**src/rtl/core_pkg.sv**
```systemverilog
// rtl/core_pkg.sv - RV32 opcode constants, decode enums and immediate helpers shared by the decode stage.
package core_pkg;

    localparam logic [6:0] OPC_LUI      = 7'b0110111;
    localparam logic [6:0] OPC_AUIPC    = 7'b0010111;
    localparam logic [6:0] OPC_JAL      = 7'b1101111;
    localparam logic [6:0] OPC_JALR     = 7'b1100111;
    localparam logic [6:0] OPC_BRANCH   = 7'b1100011;
    localparam logic [6:0] OPC_LOAD     = 7'b0000011;
    localparam logic [6:0] OPC_STORE    = 7'b0100011;
    localparam logic [6:0] OPC_OP_IMM   = 7'b0010011;
    localparam logic [6:0] OPC_OP       = 7'b0110011;
    localparam logic [6:0] OPC_SYSTEM   = 7'b1110011;
    localparam logic [6:0] OPC_MISC_MEM = 7'b0001111;

    typedef enum logic [2:0] {
        IMM_NONE, IMM_I, IMM_S, IMM_B, IMM_U, IMM_J
    } imm_fmt_e;

    typedef enum logic [3:0] {
        CLS_ALU_REG, CLS_ALU_IMM, CLS_LOAD, CLS_STORE, CLS_BRANCH,
        CLS_JAL, CLS_JALR, CLS_UPPER, CLS_SYSTEM, CLS_FENCE, CLS_UNKNOWN
    } inst_class_e;

    function automatic inst_class_e classify(input logic [6:0] opc);
        inst_class_e cls;
        case (opc)
            OPC_LUI, OPC_AUIPC: cls = CLS_UPPER;
            OPC_JAL:            cls = CLS_JAL;
            OPC_JALR:           cls = CLS_JALR;
            OPC_BRANCH:         cls = CLS_BRANCH;
            OPC_LOAD:           cls = CLS_LOAD;
            OPC_STORE:          cls = CLS_STORE;
            OPC_OP_IMM:         cls = CLS_ALU_IMM;
            OPC_OP:             cls = CLS_ALU_REG;
            OPC_SYSTEM:         cls = CLS_SYSTEM;
            OPC_MISC_MEM:       cls = CLS_FENCE;
            default:            cls = CLS_UNKNOWN;
        endcase
        return cls;
    endfunction

    function automatic imm_fmt_e imm_format(input inst_class_e cls);
        imm_fmt_e fmt;
        case (cls)
            CLS_UPPER:                                             fmt = IMM_U;
            CLS_JAL:                                               fmt = IMM_J;
            CLS_BRANCH:                                            fmt = IMM_B;
            CLS_STORE:                                             fmt = IMM_S;
            CLS_JALR, CLS_LOAD, CLS_ALU_IMM, CLS_SYSTEM, CLS_FENCE: fmt = IMM_I;
            default:                                               fmt = IMM_NONE;
        endcase
        return fmt;
    endfunction

    function automatic logic [31:0] gen_imm(input logic [31:0] i, input imm_fmt_e fmt);
        logic [31:0] imm;
        case (fmt)
            IMM_I:   imm = {{20{i[31]}}, i[31:20]};
            IMM_S:   imm = {{20{i[31]}}, i[31:25], i[11:7]};
            IMM_B:   imm = {{19{i[31]}}, i[31], i[7], i[30:25], i[11:8], 1'b0};
            IMM_U:   imm = {i[31:12], 12'b0};
            IMM_J:   imm = {{11{i[31]}}, i[31], i[19:12], i[20], i[30:21], 1'b0};
            default: imm = '0;
        endcase
        return imm;
    endfunction

endpackage

```
**src/rtl/sync_fifo.sv**
```systemverilog
// rtl/sync_fifo.sv - DEPTH-entry FIFO with stream handshakes and a flush that empties it at the next edge.
module sync_fifo #(
    parameter int WIDTH = 8,
    parameter int DEPTH = 2
) (
    input  logic             clock,
    input  logic             reset,
    input  logic             flush,
    input  logic             s_tvalid,
    output logic             s_tready,
    input  logic [WIDTH-1:0] s_tdata,
    output logic             m_tvalid,
    input  logic             m_tready,
    output logic [WIDTH-1:0] m_tdata
);

    localparam int AW = $clog2(DEPTH);

    logic [WIDTH-1:0] mem [DEPTH];
    logic [AW:0]      wptr;
    logic [AW:0]      rptr;
    logic             push;
    logic             pop;

    // Extra pointer bit tells full from empty when the index bits coincide.
    assign s_tready = !((wptr[AW] != rptr[AW]) && (wptr[AW-1:0] == rptr[AW-1:0]));
    assign m_tvalid = (wptr != rptr);
    assign push     = s_tvalid && s_tready && !flush;
    assign pop      = m_tvalid && m_tready && !flush;
    assign m_tdata  = mem[rptr[AW-1:0]];

    always_ff @(posedge clock or posedge reset) begin
        if (reset) begin
            wptr <= '0;
            rptr <= '0;
        end else if (flush) begin
            wptr <= '0;
            rptr <= '0;
        end else begin
            if (push) wptr <= wptr + 1'b1;
            if (pop)  rptr <= rptr + 1'b1;
        end
    end

    always_ff @(posedge clock) begin
        if (push) mem[wptr[AW-1:0]] <= s_tdata;
    end

endmodule

```
**src/rtl/decode_stage_fwd.sv**
```systemverilog
// rtl/decode_stage_fwd.sv - Buffered decode stage with operand forwarding, load-use stall and flush.
module decode_stage_fwd
    import core_pkg::*;
#(
    parameter int XLEN  = 32,
    parameter int DEPTH = 2,
    parameter int NFWD  = 3
) (
    input  logic                 clock,
    input  logic                 reset,
    input  logic                 in_valid,
    output logic                 in_ready,
    input  logic [31:0]          in_inst,
    input  logic [XLEN-1:0]      in_pc,
    output logic                 out_valid,
    input  logic                 out_ready,
    output logic [31:0]          out_inst,
    output logic [XLEN-1:0]      out_pc,
    output logic [XLEN-1:0]      out_imm,
    output logic                 out_rd_wen,
    output logic [4:0]           rf_rs1_addr,
    output logic [4:0]           rf_rs2_addr,
    input  logic [XLEN-1:0]      rf_rs1_data,
    input  logic [XLEN-1:0]      rf_rs2_data,
    input  logic [NFWD-1:0]      fwd_wen,
    input  logic [NFWD-1:0]      fwd_is_load,
    input  logic [5*NFWD-1:0]    fwd_rd,
    input  logic [XLEN*NFWD-1:0] fwd_data,
    output logic [XLEN-1:0]      out_rs1_data,
    output logic [XLEN-1:0]      out_rs2_data,
    input  logic                 flush,
    output logic [31:0]          cnt_issue,
    output logic [31:0]          cnt_stall,
    output logic [31:0]          cnt_flush
);

    localparam int EW = 32 + XLEN;

    logic              head_valid;
    logic [EW-1:0]     head;
    logic              pop;
    logic              stall;
    inst_class_e       cls;
    logic signed [31:0] imm32;
    logic              rs1_used;
    logic              rs2_used;
    logic              rs1_load;
    logic              rs2_load;

    sync_fifo #(.WIDTH(EW), .DEPTH(DEPTH)) u_fifo (
        .clock    (clock),
        .reset    (reset),
        .flush    (flush),
        .s_tvalid (in_valid),
        .s_tready (in_ready),
        .s_tdata  ({in_inst, in_pc}),
        .m_tvalid (head_valid),
        .m_tready (pop),
        .m_tdata  (head)
    );

    // Empty head reads as all-zero so nothing stale leaks to execute.
    assign out_inst    = head_valid ? head[EW-1 -: 32] : 32'h0;
    assign out_pc      = head_valid ? head[XLEN-1:0] : '0;
    assign cls         = classify(out_inst[6:0]);
    assign imm32       = gen_imm(out_inst, imm_format(cls));
    assign out_imm     = XLEN'(imm32);
    assign rs1_used    = !(cls inside {CLS_UPPER, CLS_JAL});
    assign rs2_used    = cls inside {CLS_ALU_REG, CLS_BRANCH, CLS_STORE};
    assign out_rd_wen  = (cls inside {CLS_ALU_REG, CLS_ALU_IMM, CLS_LOAD, CLS_JAL,
                                      CLS_JALR, CLS_UPPER, CLS_SYSTEM})
                         && (out_inst[11:7] != 5'd0);
    assign rf_rs1_addr = out_inst[19:15];
    assign rf_rs2_addr = out_inst[24:20];

    // Walk from oldest to youngest so the youngest matching stage wins.
    always_comb begin
        out_rs1_data = rf_rs1_data;
        out_rs2_data = rf_rs2_data;
        rs1_load     = 1'b0;
        rs2_load     = 1'b0;
        for (int i = NFWD - 1; i >= 0; i--) begin
            if (fwd_wen[i] && (fwd_rd[5*i +: 5] == rf_rs1_addr)) begin
                out_rs1_data = fwd_data[XLEN*i +: XLEN];
                rs1_load     = fwd_is_load[i];
            end
            if (fwd_wen[i] && (fwd_rd[5*i +: 5] == rf_rs2_addr)) begin
                out_rs2_data = fwd_data[XLEN*i +: XLEN];
                rs2_load     = fwd_is_load[i];
            end
        end
        if (rf_rs1_addr == 5'd0) begin
            out_rs1_data = '0;
            rs1_load     = 1'b0;
        end
        if (rf_rs2_addr == 5'd0) begin
            out_rs2_data = '0;
            rs2_load     = 1'b0;
        end
    end

    assign stall     = head_valid && ((rs1_used && rs1_load) || (rs2_used && rs2_load));
    assign out_valid = head_valid && !stall && !flush;
    assign pop       = out_valid && out_ready;

    always_ff @(posedge clock or posedge reset) begin
        if (reset) begin
            cnt_issue <= '0;
            cnt_stall <= '0;
            cnt_flush <= '0;
        end else begin
            if (pop)   cnt_issue <= cnt_issue + 32'd1;
            if (stall) cnt_stall <= cnt_stall + 32'd1;
            if (flush) cnt_flush <= cnt_flush + 32'd1;
        end
    end

endmodule

```
**config.mk**
```make
export PLATFORM = sky130hd
export DESIGN_NAME = decode_stage_fwd
export DESIGN_NICKNAME = d
export VERILOG_FILES = /design/src/rtl/core_pkg.sv /design/src/rtl/sync_fifo.sv /design/src/rtl/decode_stage_fwd.sv
export SDC_FILE = /design/constraint.sdc
export NUM_CORES = 1
export LEC_CHECK = 0
export CAP_MARGIN = 20
export CORE_AREA = 2 2 204 206
export DETAILED_ROUTE_END_ITERATION = 12
export DIE_AREA = 0 0 206 208
export GPL_TIMING_DRIVEN = 0
export PLACE_DENSITY = 0.62
export SYNTH_ARGS = -nofsm -noshare
export SYNTH_HDL_FRONTEND = slang
export SYNTH_SLANG_ARGS = --single-unit
```
**constraint.sdc**
```tcl
create_clock -name clock -period 8.4 [get_ports clock]
set_input_delay 2.1 -clock clock [delete_from_list [all_inputs] [get_ports clock]]
set_output_delay 2.1 -clock clock [all_outputs]
set_load 0.02 [all_outputs]
```
### Word-level counts from Yosys, hierarchy flattened

Memory sizes are Yosys's and may differ from the RTL's.
Index checks and enable logic that the tools add are counted.

| storage, ports and cells | value |
|---|---|
| word-level logic and storage cells | 104 |
| register bits | 100 |
| bits in latches | 0 |
| bits in read-only memories | 48 |
| memories kept | 2 |
| output and inout bits | 269 |
| memory bits (writable) | 128 |

Memories:

| name | depth | width | read ports | clocked after Yosys merged registers in | write ports | RTL line | source |
|---|---|---|---|---|---|---|---|
| u_fifo.mem | 2 | 64 | 1 | 0 | 1 | sync_fifo.sv:19 | `logic [WIDTH-1:0] mem [DEPTH];` |
| (name not given) | 16 | 3 | 1 | 0 | 0 | core_pkg.sv:45 | `case (cls)` |

| operators by class | value |
|---|---|
| magnitude comparators | 0 |
| $mul | 0 |
| add/subtract/negate cells | 5 |
| divide/modulo/power cells | 0 |
| reduce and logical (&&, ||, !) cells | 33 |
| eq/ne operators | 33 |
| multiplexer cells | 26 |
| shifts and indexed selects | 0 |
| bitwise logic cells | 0 |

Operator list:

| kind | number |
|---|---|
| 32-bit two-way mux | 10 |
| 32-bit case mux with 5 select lines | 1 |
| 32-bit by 1-bit adder with 32-bit output, second input constant | 3 |
| 4-bit case mux with 10 select lines | 1 |
| 5-bit == test | 6 |
| 7-bit == test, second input constant | 4 |
| 7-bit by 6-bit == test with 1-bit output, second input constant | 3 |
| 1-bit logical AND | 18 |
| 4-bit by 3-bit == test with 1-bit output, second input constant | 4 |
| 7-bit by 5-bit == test with 1-bit output, second input constant | 2 |
| 5-bit logical NOT | 2 |
| 1-bit two-way mux | 10 |
| 4-bit by 2-bit == test with 1-bit output, second input constant | 2 |
| 2-bit two-way mux | 4 |
| 7-bit by 2-bit == test with 1-bit output, second input constant | 1 |
| 7-bit by 4-bit == test with 1-bit output, second input constant | 1 |
| 7-bit nonzero test | 1 |
| 3-bit by 2-bit == test with 1-bit output, second input constant | 2 |
| 3-bit == test, second input constant | 2 |
| 2-bit nonzero test | 3 |
| 5-bit nonzero test | 1 |
| 2-bit by 1-bit adder with 2-bit output, second input constant | 2 |
| 4-bit by 1-bit == test with 1-bit output, second input constant | 1 |
| 4-bit == test, second input constant | 1 |
| 9 further kinds | 12 |

### Logic depth before layout (Yosys ltp)

| depth | value |
|---|---|
| depth in word-level cells | 19 |
| depth in mapped cells | 22 |
| mapped depth without buffers | 16 |

### Modules after synthesis

Synthesis repeated with hierarchy kept, for this count alone.

| second synthesis, totals | value |
|---|---|
| cells, all modules | 1305 |
| area, all modules | 13407.9 um2 |

Modules (own cells, without submodules):

| module | area each (um2) | instances | seq. area each (um2) | cells an instance |
|---|---|---|---|---|
| decode_stage_fwd | 8518.2 | 1 | 2402.3 | 1072 |
| sync_fifo | 4889.7 | 1 | 3943.8 | 233 |

### Least setup slack after synthesis

Ideal clock, no wire load.

| timing path | value |
|---|---|
| path kind | input to register |
| start point | in flush |
| end point | mem u_fifo.mem[0][0] (netlist name) (enable) |
| path slack | 1120 ps |
| setup time | 565 ps |
| arrival | 6715 ps |
| cell stages on the path | 2 |
| path through | buf_1 nor3_1 |

| on the way | value |
|---|---|
| cells in the longest elaborated chain, start to end | 4 |

RTL lines:

| item | RTL line | source |
|---|---|---|
| from (decl) | decode_stage_fwd.sv:31 | `input logic flush,` |
| 1-bit logical NOT | sync_fifo.sv:28 | `assign push = s_tvalid && s_tready && !flush;` |
| 1-bit logical AND | sync_fifo.sv:28 |  |
| 1-bit two-way mux | sync_fifo.sv:46 | `if (push) mem[wptr[AW-1:0]] <= s_tdata;` |
| 1-bit two-way mux (not written as such) | sync_fifo.sv:46 |  |
| to (decl) | sync_fifo.sv:19 |  |

No other way between the ends.

### Final worst setup path

| timing path | value |
|---|---|
| start point | in fwd_rd[6] |
| end point | out out_rs1_data[11] |

| on the way | value |
|---|---|
| cells in the longest elaborated chain, start to end | 5 |

RTL lines:

| item | RTL line | source |
|---|---|---|
| from (decl) | decode_stage_fwd.sv:27 | `input logic [5*NFWD-1:0] fwd_rd,` |
| 5-bit == test | decode_stage_fwd.sv:83 | `if (fwd_wen[i] && (fwd_rd[5*i +: 5] == rf_rs1_addr)) begin` |
| 1-bit logical AND | decode_stage_fwd.sv:83 |  |
| 32-bit two-way mux (2 in a row) | decode_stage_fwd.sv:83 |  |
| 32-bit two-way mux | decode_stage_fwd.sv:92 | `if (rf_rs1_addr == 5'd0) begin` |
| to (decl) | decode_stage_fwd.sv:29 | `output logic [XLEN-1:0] out_rs1_data,` |

No other way between the ends.

==> impl_results.md <==
* Status: complete, no violations
* Deepest clock path buffer count at 3
* # setup viols final at 0
* Vias/cell at slightly above 5
* Seq cells post-synth at approximately 230
* Complex-gate fraction of the synthesized area at 0.111
* Core Box Area at approximately 41000 sq um
* P per Cell Area at ~190 nW/um^2
* HP Class: flip-flop to flip-flop
* Switching share of total power at 0.357
* Drt drc at 0
* Total power at approximately 3.9 mW
* RSZ-0062 raised after global routing: false
* Critical path data required time at about 6300 ps
* YS warnings at 0
* Initial Util at 0.332
* EDFF count, synth at 128
* Synth Area in Simple Gates at 0.178
* GR Util met3 at 0.0674
* Worst-case vdd ir drop at approximately 190 uV
* Main synth FF type: edfxtp_1
* Fin crit share at 0.973
* Async set-reset flop share out of synthesis at 0.439
* Clock Sink Count at 228
* Post-synthesis adder-cell area fraction at 0.00744
* Cell taking the most area after synthesis: edfxtp_1
* Post-DRT Antenna Nets at 0
* Max_slew headroom at 0.332
* Vias at 12.7k
* Mapped Avg Cell Area at just under 10 sq um
* Die ar. at between 40000 and 50000 sq um
* Row count at 74
* Worst-Skew Late Latency at 530 ps
* Worst-Margin Slew at 998 ps
* Inserted Clock Buffers at 25
* First-pass GRT wire length at between 70 and 80 mm
* CP Capture Type: output pin
* Crit path cell chain: clkdlybuf4s50_1 > or3_1 > o31ai_1 > a2111oi_0 > a2111oi_1 > o211ai_1 > clkbuf_1 > nand2_1 > o211ai_1 > a21oi_1 > clkdlybuf4s50_1
* Fin. max-slew vios at 0
* WP buf/inv at 3
* Net load switching power at approximately 1.4 mW
* Combinational share of power at 0.400
* Maximum clock frequency at roughly 120 MHz
* First-pass iteration count of the detailed router at 4
* Area share of xor/xnor cells in the synthesized design at 0.0721
* Synth top area share at 0.286
* Largest net degree at the start of global routing at 53
* Max Cap Viol at 0
* Main combinational cell family by area after synthesis: simple AND/OR/NAND/NOR gates
* Sequential share of the synthesized area at 0.472
* Clock power share at 0.259
* Seq pwr share at 0.341
* Commonest non-fill, non-tap cell in the layout: clkdlybuf4s50_1
* Crit path max fanout at 10
* Internal power at roughly 2.5 mW
* Ports at approximately 520
* DR WL/cell at about 22 microns
* CTS tree: yes
* Mapped Cells at approximately 1.4k
* H-tree Lvls at 1
* Max incr delay on CP at slightly below 700 ps
* Clk_skew at around 18 ps
* Post-synth cell types at 72
* Initial antenna violation count at 11
* Post-CTS Setup Repair Bufs at 0
* Cell family with most CP delay: compound AO/OA/AOI/OAI gates
* Overall routing resource usage at 0.244
* Placed insts at 2418
* Highest-count cells in the layout ignoring fill and taps: 517 x clkdlybuf4s50_1, 156 x nor2_1, 140 x mux2i_1
* Crit path launch type: input port
* Largest cells by area after synthesis: edfxtp_1 29%, dfrtp_1 19%, mux2i_1 10%
* Final global-route overflow total at 0
* Post-synthesis mux area share at 0.117
* Crit path kind: input port to output pin
* Final min period at ~8000 ps
* Die height at 208 microns
* Share of cells above drive strength 1 at 0.0699
* Met2 layer usage reported by global route at 0.433
* Initial DRC count at 739
* Clock transition at path regs at around 60 ps
* Fin cells at 2469
* I/O Buffers at just over 500
* Post-Syn Nets at between 1.5k and 2k
* Slowest stage cell, crit path: a2111oi_1
* Root buf cell: clkbuf_16
* Mapped cell area at 13400 sq um
* Leakage at just over 8 nW
* DPL Wire Length at roughly 43 mm
* Area grow syn2layout at 50.7%
* Vias in the first global route at approximately 13k
* Routability cong. at ~0.95
* Drt total wl at around 55 mm
* Final Hold Vio Count at 0
* Die W at 206 microns
* Global route hottest layer: met2
* Final #Nets at around 2.2k
* Arrival @ worst endpoint at about 6100 ps
* GR Util met1 at 0.284
## worst paths after layout
| path | start | end | slack [ps] | cells after the start |
|---|---|---|---|---|
| max in group asynchronous | reset | cnt_issue[23] | 5720 | 3 |
| min in group asynchronous | reset | cnt_flush[26] | 2020 | 2 |
| worst min-delay path | cnt_flush[31] | cnt_flush[31] | 470 | 1 |
| worst max-delay path | fwd_rd[6] | out_rs1_data[11] | 230 | 11 |
| worst min register to register | cnt_flush[31] | cnt_flush[31] | 470 | 1 |
| worst max register to register | u_fifo.rptr[0] | cnt_stall[16] | 3490 | 20 |
## cell usage after synthesis, drive strengths merged, types with 26 or more instances
cell / n
nand2: 131
xnor2: 70
edfxtp: 128
o211ai: 39
inv: 38
and3: 26
buf: 48
nand3: 58
o21ai: 27
dfrtp: 100
a21oi: 92
nor2: 156
mux2i: 141
xor2: 39
clkbuf: 46
## power by group through the flow
| stage | logic, mW | registers [mW] | clock network [mW] |
|---|---|---|---|
| CTS | 1.57 | 1.33 | 1.03 |
| floorplan | 0.722 | 1.38 | 0 |
| finish | 1.56 | 1.33 | 1.01 |
| global placement | 1.54 | 1.36 | 0 |
| detailed placement | 1.56 | 1.35 | 0 |
| global route | 1.65 | 1.34 | 1.08 |
## flip-flops by register name (all words and copies together), names as in the netlist
register,cells
cnt_stall,32
cnt_issue,32
u_fifo.mem,128
u_fifo.wptr,2
cnt_flush,32
u_fifo.rptr,2
## logic make-up (layout without fill, tap and decap cells)
kind of cell             after synthesis  in the layout
adder cells (fa/ha/maj)                8              8
multiplexers                         155            155
AND/OR/NAND/NOR                      496            496
flip-flops                           228            228
AO/OA/AOI/OAI                        224            224
other                                  0              6
XOR/XNOR                             109            109
buffers and inverters                133            711
## metrics by stage
step	worst slack [ps]	area [sq um]	hold slack (ps)	util	TNS (ps)
2_1_floorplan	1120	13400	578	-	0
3_3_place_gp	-2510	19300	462	0.476	-316450
3_5_place_dp	337	19500	461	0.481	0
4_1_cts	248	20200	476	0.499	0
5_1_grt	36.5	20300	491	0.500	0
6_report	226	20300	472	0.500	0
## metal layers
metal,up-vias,part of all wire
met5,-,0.0013
met4,10,0.027
met2,486,0.50
li1,5989,-
met3,74,0.088
met1,6140,0.38
## cell type report
type	count	area [sq um]
clock buffers	33	666
fillers	3825	20300
clock inverters	12	68.8
flip-flops and latches	228	6350
repair buffers	533	5370
diodes	6	15.0
multi-input cells	992	6540
well taps	532	666
inverters	39	149
plain buffers	94	440
## timing repair
action                     4_1_cts  5_1_grt
hold buffers                     0        0
resized for setup                0        4
setup endpoints to repair        0       11
Power figures use the tool's default switching activity.
